File: src/rtl/interrupt_controller_if.sv
// Signal bundle between the PC/pipeline and the interrupt controller.
interface interrupt_controller_if;
  logic        enable;
  logic [2:0]  irqRequest;
  logic        globalEnable;
  logic        eret;
  logic [31:0] returnPc;
  logic        interrupted;
  logic        interruptReturned;
  logic [2:0]  interrupt;
  logic [31:0] epc;
  logic [2:0]  pending;
  logic [2:0]  inService;
  logic [1:0]  depth;
  logic        spuriousEret;
  logic [31:0] interruptCount;

  modport slave (
    input  enable, irqRequest, globalEnable, eret, returnPc,
    output interrupted, interruptReturned, interrupt, epc, pending,
           inService, depth, spuriousEret, interruptCount
  );

  modport master (
    output enable, irqRequest, globalEnable, eret, returnPc,
    input  interrupted, interruptReturned, interrupt, epc, pending,
           inService, depth, spuriousEret, interruptCount
  );
endinterface

File: src/rtl/interrupt_controller.sv
// 3-source nested interrupt controller with a 3-deep EPC stack; 1-cycle decision latency,
// entry/return pulses hold until the PC consumes them with enable=1; all outputs registered.
module interrupt_controller (
  input logic                   clock,
  input logic                   reset,
  interrupt_controller_if.slave bus
);
  typedef enum logic [1:0] {IDLE, ENTER, RETURN} state_t;

  state_t      state, stateNext;
  logic [2:0]  prevIrq;
  logic [31:0] stack [3];
  logic [31:0] stackNext [3];

  logic [2:0]  rise, pendEff, reqOneHot;
  logic [1:0]  svcLevel, reqLevel;
  logic        eligible;

  logic        interruptedNext, interruptReturnedNext, spuriousNext;
  logic [2:0]  interruptNext, pendingNext, inServiceNext;
  logic [31:0] epcNext, countNext;
  logic [1:0]  depthNext;

  function automatic logic [1:0] level(input logic [2:0] v);
    if (v[2])      return 2'd3;
    else if (v[1]) return 2'd2;
    else if (v[0]) return 2'd1;
    else           return 2'd0;
  endfunction

  function automatic logic [2:0] msbOneHot(input logic [2:0] v);
    if (v[2])      return 3'b100;
    else if (v[1]) return 3'b010;
    else if (v[0]) return 3'b001;
    else           return 3'b000;
  endfunction

  always_comb begin
    rise      = bus.irqRequest & ~prevIrq;
    pendEff   = bus.pending | rise;
    svcLevel  = level(bus.inService);
    reqLevel  = level(pendEff);
    reqOneHot = msbOneHot(pendEff);
    // Strict priority: only a source above everything in service may preempt.
    eligible  = reqLevel > svcLevel;
  end

  always_comb begin
    stateNext     = state;
    pendingNext   = pendEff;
    inServiceNext = bus.inService;
    depthNext     = bus.depth;
    spuriousNext  = bus.spuriousEret;
    countNext     = bus.interruptCount;
    interruptNext = bus.interrupt;
    for (int k = 0; k < 3; k++) stackNext[k] = stack[k];

    case (state)
      IDLE: begin
        interruptNext = 3'b000;
        if (bus.eret && bus.enable) begin
          if (bus.depth != 2'd0) stateNext = RETURN;
          else                   spuriousNext = 1'b1;
        end else if (bus.globalEnable && bus.enable && eligible) begin
          stateNext     = ENTER;
          interruptNext = reqOneHot;
        end
      end
      ENTER: begin
        if (bus.enable) begin
          for (int k = 0; k < 3; k++)
            if (bus.depth == 2'(k)) stackNext[k] = bus.returnPc;
          inServiceNext = bus.inService | bus.interrupt;
          // A fresh edge on the entered source re-arms it.
          pendingNext   = (bus.pending & ~bus.interrupt) | rise;
          depthNext     = bus.depth + 2'd1;
          countNext     = bus.interruptCount + 32'd1;
          interruptNext = 3'b000;
          stateNext     = IDLE;
        end
      end
      RETURN: begin
        if (bus.enable) begin
          for (int k = 0; k < 3; k++)
            if (bus.depth == 2'(k + 1)) stackNext[k] = 32'd0;
          inServiceNext = bus.inService & ~msbOneHot(bus.inService);
          depthNext     = bus.depth - 2'd1;
          stateNext     = IDLE;
        end
      end
      default: stateNext = IDLE;
    endcase

    case (depthNext)
      2'd1:    epcNext = stackNext[0];
      2'd2:    epcNext = stackNext[1];
      2'd3:    epcNext = stackNext[2];
      default: epcNext = 32'd0;
    endcase
    interruptedNext       = (stateNext == ENTER);
    interruptReturnedNext = (stateNext == RETURN);
  end

  always_ff @(posedge clock) begin
    if (reset) begin
      state                 <= IDLE;
      prevIrq               <= 3'b000;
      for (int k = 0; k < 3; k++) stack[k] <= 32'd0;
      bus.interrupted       <= 1'b0;
      bus.interruptReturned <= 1'b0;
      bus.interrupt         <= 3'b000;
      bus.epc               <= 32'd0;
      bus.pending           <= 3'b000;
      bus.inService         <= 3'b000;
      bus.depth             <= 2'd0;
      bus.spuriousEret      <= 1'b0;
      bus.interruptCount    <= 32'd0;
    end else begin
      state                 <= stateNext;
      prevIrq               <= bus.irqRequest;
      for (int k = 0; k < 3; k++) stack[k] <= stackNext[k];
      bus.interrupted       <= interruptedNext;
      bus.interruptReturned <= interruptReturnedNext;
      bus.interrupt         <= interruptNext;
      bus.epc               <= epcNext;
      bus.pending           <= pendingNext;
      bus.inService         <= inServiceNext;
      bus.depth             <= depthNext;
      bus.spuriousEret      <= spuriousNext;
      bus.interruptCount    <= countNext;
    end
  end
endmodule

File: src/flat_wrapper.sv
// flat-port wrapper written by rule: the top's interface ports become plain ports
module interrupt_controller_flat 
  (clock, reset, bus_enable, bus_irqRequest, bus_globalEnable, bus_eret, bus_returnPc, bus_interrupted, bus_interruptReturned, bus_interrupt, bus_epc, bus_pending, bus_inService, bus_depth, bus_spuriousEret, bus_interruptCount);
  interrupt_controller_if bus_i ();
  input logic clock;
  input logic reset;
  input wire logic [$bits(bus_i.enable)-1:0] bus_enable;
  input wire logic [$bits(bus_i.irqRequest)-1:0] bus_irqRequest;
  input wire logic [$bits(bus_i.globalEnable)-1:0] bus_globalEnable;
  input wire logic [$bits(bus_i.eret)-1:0] bus_eret;
  input wire logic [$bits(bus_i.returnPc)-1:0] bus_returnPc;
  output wire logic [$bits(bus_i.interrupted)-1:0] bus_interrupted;
  output wire logic [$bits(bus_i.interruptReturned)-1:0] bus_interruptReturned;
  output wire logic [$bits(bus_i.interrupt)-1:0] bus_interrupt;
  output wire logic [$bits(bus_i.epc)-1:0] bus_epc;
  output wire logic [$bits(bus_i.pending)-1:0] bus_pending;
  output wire logic [$bits(bus_i.inService)-1:0] bus_inService;
  output wire logic [$bits(bus_i.depth)-1:0] bus_depth;
  output wire logic [$bits(bus_i.spuriousEret)-1:0] bus_spuriousEret;
  output wire logic [$bits(bus_i.interruptCount)-1:0] bus_interruptCount;
  assign bus_i.enable = bus_enable;
  assign bus_i.irqRequest = bus_irqRequest;
  assign bus_i.globalEnable = bus_globalEnable;
  assign bus_i.eret = bus_eret;
  assign bus_i.returnPc = bus_returnPc;
  assign bus_interrupted = bus_i.interrupted;
  assign bus_interruptReturned = bus_i.interruptReturned;
  assign bus_interrupt = bus_i.interrupt;
  assign bus_epc = bus_i.epc;
  assign bus_pending = bus_i.pending;
  assign bus_inService = bus_i.inService;
  assign bus_depth = bus_i.depth;
  assign bus_spuriousEret = bus_i.spuriousEret;
  assign bus_interruptCount = bus_i.interruptCount;
  interrupt_controller u_core (.clock(clock), .reset(reset), .bus(bus_i));
endmodule
File: config.mk
export PLATFORM = sky130hd
export DESIGN_NAME = interrupt_controller_flat
export DESIGN_NICKNAME = d
export VERILOG_FILES = /design/src/rtl/interrupt_controller_if.sv /design/src/rtl/interrupt_controller.sv /design/src/flat_wrapper.sv
export SDC_FILE = /design/constraint.sdc
export NUM_CORES = 1
export LEC_CHECK = 0
export ABC_AREA = 1
export BUFFER_PORTS_ARGS = -buffer_cell sky130_fd_sc_hd__buf_2
export CORE_AREA = 2 2 188 190
export CTS_CLUSTER_DIAMETER = 60
export DETAILED_ROUTE_END_ITERATION = 10
export DIE_AREA = 0 0 190 192
export PLACE_DENSITY = 0.5
export SYNTH_ARGS = -nofsm -noshare
export SYNTH_HDL_FRONTEND = slang
export SYNTH_SLANG_ARGS = --single-unit
File: constraint.sdc
create_clock -name clock -period 2.2 [get_ports clock]
set_input_delay 0.22 -clock clock [delete_from_list [all_inputs] [get_ports clock]]
set_output_delay 0.22 -clock clock [all_outputs]
set_load 0.02 [all_outputs]
== Word-level counts from Yosys, hierarchy flattened ==
Memories as Yosys holds them, arrays and structs flattened.
Index checks and enable logic that the tools add are counted.

* $add $sub $neg: 3
* Order comparisons: 1
* Equality and inequality tests: 12
* Muxes and demuxes: 47
* Bitwise operators: 13
* Reduce and logical (&&, ||, !) cells: 13

{| class="wikitable"
|+ Operators with widths
! kind !! number
|-
| $mux 32 || 9
|-
| $mux 96 || 2
|-
| $pmux 96 s2 || 1
|-
| $pmux 32 s3 || 1
|-
| $mux 3 || 13
|-
| $add 32x1->32 const B || 1
|-
| $mux 2 || 10
|-
| $eq 2x2->1 const B || 6
|-
| $pmux 3 s2 || 2
|-
| $and 3x3->3 || 3
|-
| $not 3->3 || 3
|-
| $or 3x3->3 || 3
|-
| $eq 2x1->1 const B || 4
|-
| $pmux 2 s2 || 2
|-
| $mux 1 || 7
|-
| $reduce_and 3->1 || 2
|-
| $reduce_bool 2->1 || 3
|-
| $logic_not 2->1 || 2
|-
| $ne 2x2->1 const B || 2
|-
| $reduce_and 2->1 || 2
|-
| $logic_and 1x1->1 || 3
|-
| $or 1x1->1 || 3
|-
| $add 2x1->2 const B || 1
|-
| $gt 2x2->1 || 1
|-
| other kinds (3) || 3
|}

* Register bits: 83
* Memory bits (writable): 96
* Logic and storage cells: 101
* Memories kept: 1

{| class="wikitable"
|+ Memories
! name !! depth !! width !! rd ports !! clocked after Yosys merged registers in !! write ports !! RTL line !! text
|-
| u_core.stack || 3 || 32 || 3 || 0 || 3 || interrupt_controller.sv:12 || <nowiki>logic [31:0] stack [3];</nowiki>
|}

== Depth between registers and ports, before layout ==
* Depth after elaboration: 12
* Mapped depth: 15
* Depth with buffers taken out: 15

== Worst setup path after synthesis ==
Ideal clock, no wire load.

* Path type: register to register
* Start point: reg u_core.bus.depth[0] (netlist name)
* End point: reg u_core.bus.epc[10]
* Library setup time: 0.110 ns
* Arrival: 1.674 ns
* Data required time: 2.090 ns
* Setup slack: 0.416 ns
* Cell stages (with the launch flop): 13
* Buffers on the path: 2
* Clock period less this slack: 1.784 ns
* Cell sequence: dfxtp_1 inv_1 ha_1 nand2_1 nand2_1 nand2_1 nand2_2 buf_6 buf_4 nand3_1 nand3_1 nand2_1 inv_1

* Longest elaborated chain between the ends: 5
* Elaborated cells on any way between the ends: 22
* Those cells by class: add/sub: 2; eq/ne: 6; mux: 13; reduce/logical: 1

{| class="wikitable"
|+ RTL lines
! element !! RTL line !! text
|-
| from (decl) || interrupt_controller_if.sv:21 || <nowiki>inService, depth, spuriousEret, interruptCount</nowiki>
|-
| from (signal assigned) || interrupt_controller.sv:128 || <nowiki>bus.depth <= depthNext;</nowiki>
|-
| $sub 2x1->2, or another cell as far along || interrupt_controller.sv:87 || <nowiki>depthNext = bus.depth - 2'd1;</nowiki>
|-
| $mux 2, or another cell as far along || interrupt_controller.sv:83 || <nowiki>if (bus.enable) begin</nowiki>
|-
| $pmux 2 s2, or another cell as far along || interrupt_controller.sv:58 || <nowiki>case (state)</nowiki>
|-
| $eq 2x2->1, or another cell as far along || interrupt_controller.sv:94 || <nowiki>case (depthNext)</nowiki>
|-
| $pmux 32 s3 * || interrupt_controller.sv:94 ||
|-
| to (signal assigned) || interrupt_controller.sv:125 || <nowiki>bus.epc <= epcNext;</nowiki>
|-
| to (decl) || interrupt_controller_if.sv:20 || <nowiki>output interrupted, interruptReturned, interrupt, epc, pending,</nowiki>
|}

Every way passes the cells marked *; elsewhere a longest branch is shown, timed or not.
A chain may end at the register's enable or synchronous reset.

== Final worst setup path ==
* Start point: reg u_core.state[0]
* End point: reg u_core.bus.epc[15]

* Longest elaborated chain between the ends: 4
* Elaborated cells on any way between the ends: 8
* Those cells by class: eq/ne: 5; mux: 3

{| class="wikitable"
|+ RTL lines
! element !! RTL line !! text
|-
| from (decl) || interrupt_controller.sv:10 || <nowiki>state_t state, stateNext;</nowiki>
|-
| from (signal assigned) || interrupt_controller.sv:119 || <nowiki>state <= stateNext;</nowiki>
|-
| $eq 2x2->1 / $eq 2x1->1 (equally long branches) || n/a ||
|-
| $pmux 2 s2 || interrupt_controller.sv:58 ||
|-
| $eq 2x2->1 / $eq 2x1->1 (equally long branches) || interrupt_controller.sv:94 ||
|-
| $pmux 32 s3 * || interrupt_controller.sv:94 ||
|}

Marks and branches as above.

==> results.md <==
- Result of the run: finished, final reports clean
- Largest cells by area after synthesis: dfxtp_1 (38%), nand2_1 (19%), nand3_1 (16%)
- IO Pins: 118
- Library cell occupying the most area in the post-synthesis netlist: dfxtp_1
- Met1 Usage GRT: 0.2208
- Wire length of the first global-routing pass: 51.03 mm
- Drt wl/cell: 14.77 um
- Total via count in the routed design: 10.01k
- Relative slew slack: 0.6617
- Achievable frequency: 0.4956 GHz
- R2r startpoint: u_core.state[0]$_SDFF_PP0_
- Depth of the most critical reg-to-reg path: 11
- Met2 routing resource usage after global routing: 0.3028
- Initial cell density of the core: 0.2772
- Placement Setup Slack: 206.3 ps
- Worst setup slack after layout: 182.1 ps
- Remaining routing DRC violations: 0
- Setup crit end kind: register
- CTS tree: done
- Vert. Die Dim: 192 um
- Critical path startpoint category: register
- Post-Route Skew: 15.65 ps
- Post-route fraction of the period consumed by the critical path: 0.9172
- Critical path class: reg2reg
- Largest fanout on the critical path: 32
- Mux share of post-synthesis cell area: 0
- Synthesized area per cell: 6.319 um^2
- Buffer cell driving the clock tree root: clkbuf_16
- Number of rows in the core area: 68
- Clk network pwr share: 0.425
- Post-synth ARST share: 0
- Number of buffers inserted during clock tree synthesis: 17
- Main combinational cell family by area after synthesis: simple AND/OR/NAND/NOR gates
- First DRT Iteration DRCs: 652
- Net switching share of the total power: 0.2663
- Unrepaired setup endpoints after global routing: yes
- Number of filler instances in the final layout: 3735
- Final weighted congestion in routability-driven placement: 0.7975
- Post-synthesis to final-layout area growth: 25.14%
- Number of antenna repair diodes: 0
- Flip-flop and latch area: 0.003583 mm^2
- Tightest Hold Check Type: in2reg
- Die Wd: 190 um
- Library cell with the highest instance count after synthesis: nand2_1
- Area of the multi-input gates: 0.004818 mm^2
- Netlist Area Pre-Place: 0.009504 mm^2
- Crit. Startpoint: u_core.state[0]$_SDFF_PP0_
- Clock latency on the worst-skew pair: 440 ps
- Largest net degree at the start of global routing: 97
- Accumulated negative setup slack: 0 ps
- Number of clock sinks: 179
- Number of hold violations in the final report: 0
- XOR/XNOR share of the synthesized area: 0.005529
- Final #Nets: 1719
- Worst-Margin Slew: 507.4 ps
- CP Capture Point: u_core.bus.epc[15]$_SDFF_PP0_
- Worst Hold Path Cells: 2
- Share of total power in sequential cells: 0.476
- Total wire length: 31.54 mm
- Vias per inst: 4.688
- Most used routing layer: met2
- Global router's overall resource usage: 0.1773
- Number of distinct library cell variants in the gate-level netlist after synthesis: 34
- Htree depth: 4
- Post-Syn Nets: 1555
- Combinational fraction of design power: 0.100
- Post-Synth Simple-Gate Area: 0.4049
- Count of max-cap constraint violations: 0
- Internal power consumption: 5.075 mW
- HPWL after detailed placement: 20.04 mm
- Drt pass-1 iters: 5
- Final hold slack: 62.84 ps
- Power density cells: 581.6 mW/mm^2
- Worst-case clock buffer depth: 2
- Cells after synthesis: 1504
- Maximum vdd drop: 537.4 uV
- Reg-to-reg slack, setup: 180 ps
- Post-route minimum period: 2018 ps
- Leading post-synthesis cells by instance count: nand2_1 (473), nand3_1 (311), inv_1 (188)
- Final slew viol count: 0
- Met3 capacity usage during global routing: 0.04075
- Clk slew on worst S/H paths: 70 ps
- Required arrival time at the worst endpoint: 2530 ps
- Vias in the first global route: 9789
- Number of enable flip-flop cells after synthesis: 0
- Synthesized-area fraction occupied by ao, oa, aoi and oai cells: 0.07741
- Total number of yosys warnings: 0
- Leakage component of the power: 5.934 nW
- Routed Antenna Nets: 0
- Capture instance of the worst register-to-register path: u_core.bus.epc[15]$_SDFF_PP0_
- Number of I/O port buffers: 117
- Finish-stage setup viols: 0
- Area share of the largest cell type after synthesis: 0.3770
- Main synth FF type: dfxtp_1
- Overflow after GRT: 0
- Sequential share of the synthesized area: 0.3770
- Startpoint of the most critical hold path: reset
- Signal arrival time at the worst endpoint: 2350 ps
- Core Area: 0.03429 mm^2
- Initial antenna violation count: 2
- Adder-cell share of the synthesized area: 0.01448
- Fraction of layout cells with a size suffix above 1: 0.1667
- #FFs+latches synth: 179
- Net load switching power: 1.842 mW
- Die area: 0.03648 mm^2
-- final cells by class --
class                      count  area share
multi-input combinational   1046      0.4051
sequential                   179      0.3013
timing repair buffer         233      0.1401
inverter                     191     0.06028
tap                          455     0.04786
clock buffer                  23     0.03850
clock inverter                 8    0.006838
-- flip-flops by register name (all words and copies together) (netlist names) --
register                      flops
u_core.bus.pending                3
u_core.bus.depth                  2
u_core.stack                     96
u_core.prevIrq                    3
u_core.bus.inService              3
u_core.state                      2
u_core.bus.interrupt              3
u_core.bus.epc                   32
u_core.bus.interruptCount        32
u_core.bus.interruptReturned      1
u_core.bus.spuriousEret           1
u_core.bus.interrupted            1
-- through the flow --
stage | power, mW | instance area (um^2) | std cells | utilization
2_1_floorplan | 3.745 | 9504 | 1504 | -
3_3_place_gp | 4.043 | 11290 | 2100 | 0.3292
3_5_place_dp | 4.045 | 11290 | 2100 | 0.3292
4_1_cts | 6.999 | 11860 | 2134 | 0.3458
5_1_grt | 7.208 | 11890 | 2135 | 0.3469
6_report | 6.918 | 11890 | 2135 | 0.3469
-- kinds of logic (layout without fill, tap and decap cells) --
family	Yosys count	in the layout
compound gates	141	141
fa+ha+maj	11	11
flops	179	179
simple gates	888	888
buf+inv	279	455
xor+xnor	6	6
-- how the worst min path moves through the flow --
stage                                                end  slack (ps)
after floorplan             u_core.prevIrq[1]$_SDFF_PP0_         330
after global placement      u_core.prevIrq[0]$_SDFF_PP0_         440
after detailed placement    u_core.prevIrq[2]$_SDFF_PP0_         440
after CTS                 u_core.stack[0][51]$_SDFF_PP0_          40
after global routing      u_core.stack[0][51]$_SDFF_PP0_          40
final                     u_core.stack[0][51]$_SDFF_PP0_          60
-- worst max-delay path, stage by stage (launching register included) --
cell and delay, ps:
dfxtp_1 340, inv_1 70, ha_1 380, buf_4 340
nand2_1 150, buf_12 210, nand3_1 110, nand2_1 60
nand2_1 70, nand3_1 70, nand2_1 70, inv_1 40
-- power by group through the flow --
stage | logic [mW] | registers, mW | clock network, mW
floorplan | 0.370 | 3.37 | 0
global route | 0.764 | 3.29 | 3.15
finish | 0.691 | 3.29 | 2.94
global placement | 0.681 | 3.36 | 0
CTS | 0.688 | 3.29 | 3.02
detailed placement | 0.682 | 3.36 | 0
-- placed cells by master (no fill, tap or decap), types with 2 or more instances in the layout --
cell type,instances
clkbuf_16,17
nand3b_1,2
a31oi_1,3
ha_4,2
dfxtp_1,179
nand4_1,8
nor3_1,8
dlygate4sd3_1,3
nand3_1,311
clkbuf_1,5
clkinvlp_4,5
xnor2_1,2
a211oi_1,2
xor2_1,4
buf_2,116
ha_1,9
a21oi_1,116
buf_4,98
o21ai_0,10
o21a_1,4
nor2_1,70
nand2_2,4
nand3_2,3
nand2_1,470
nor2_2,5
nor2_4,3
buf_12,16
inv_2,3
o211ai_1,2
inv_1,187
-- per-layer routing --
layer,vias up,share of wire
li1,5122,-
met1,4587,0.46
met2,253,0.47
met3,43,0.055
met4,4,0.018
met5,-,0.00086
-- timing repair --
action | 4_1_cts | 5_1_grt
hold buffers | 3 | 0
hold endpoints to repair | 3 | 0
buffers inserted | 0 | 1
endpoints found under the setup margin | 0 | 8
resized for setup | 0 | 9
No activity file was read; power rests on OpenSTA's default activity.
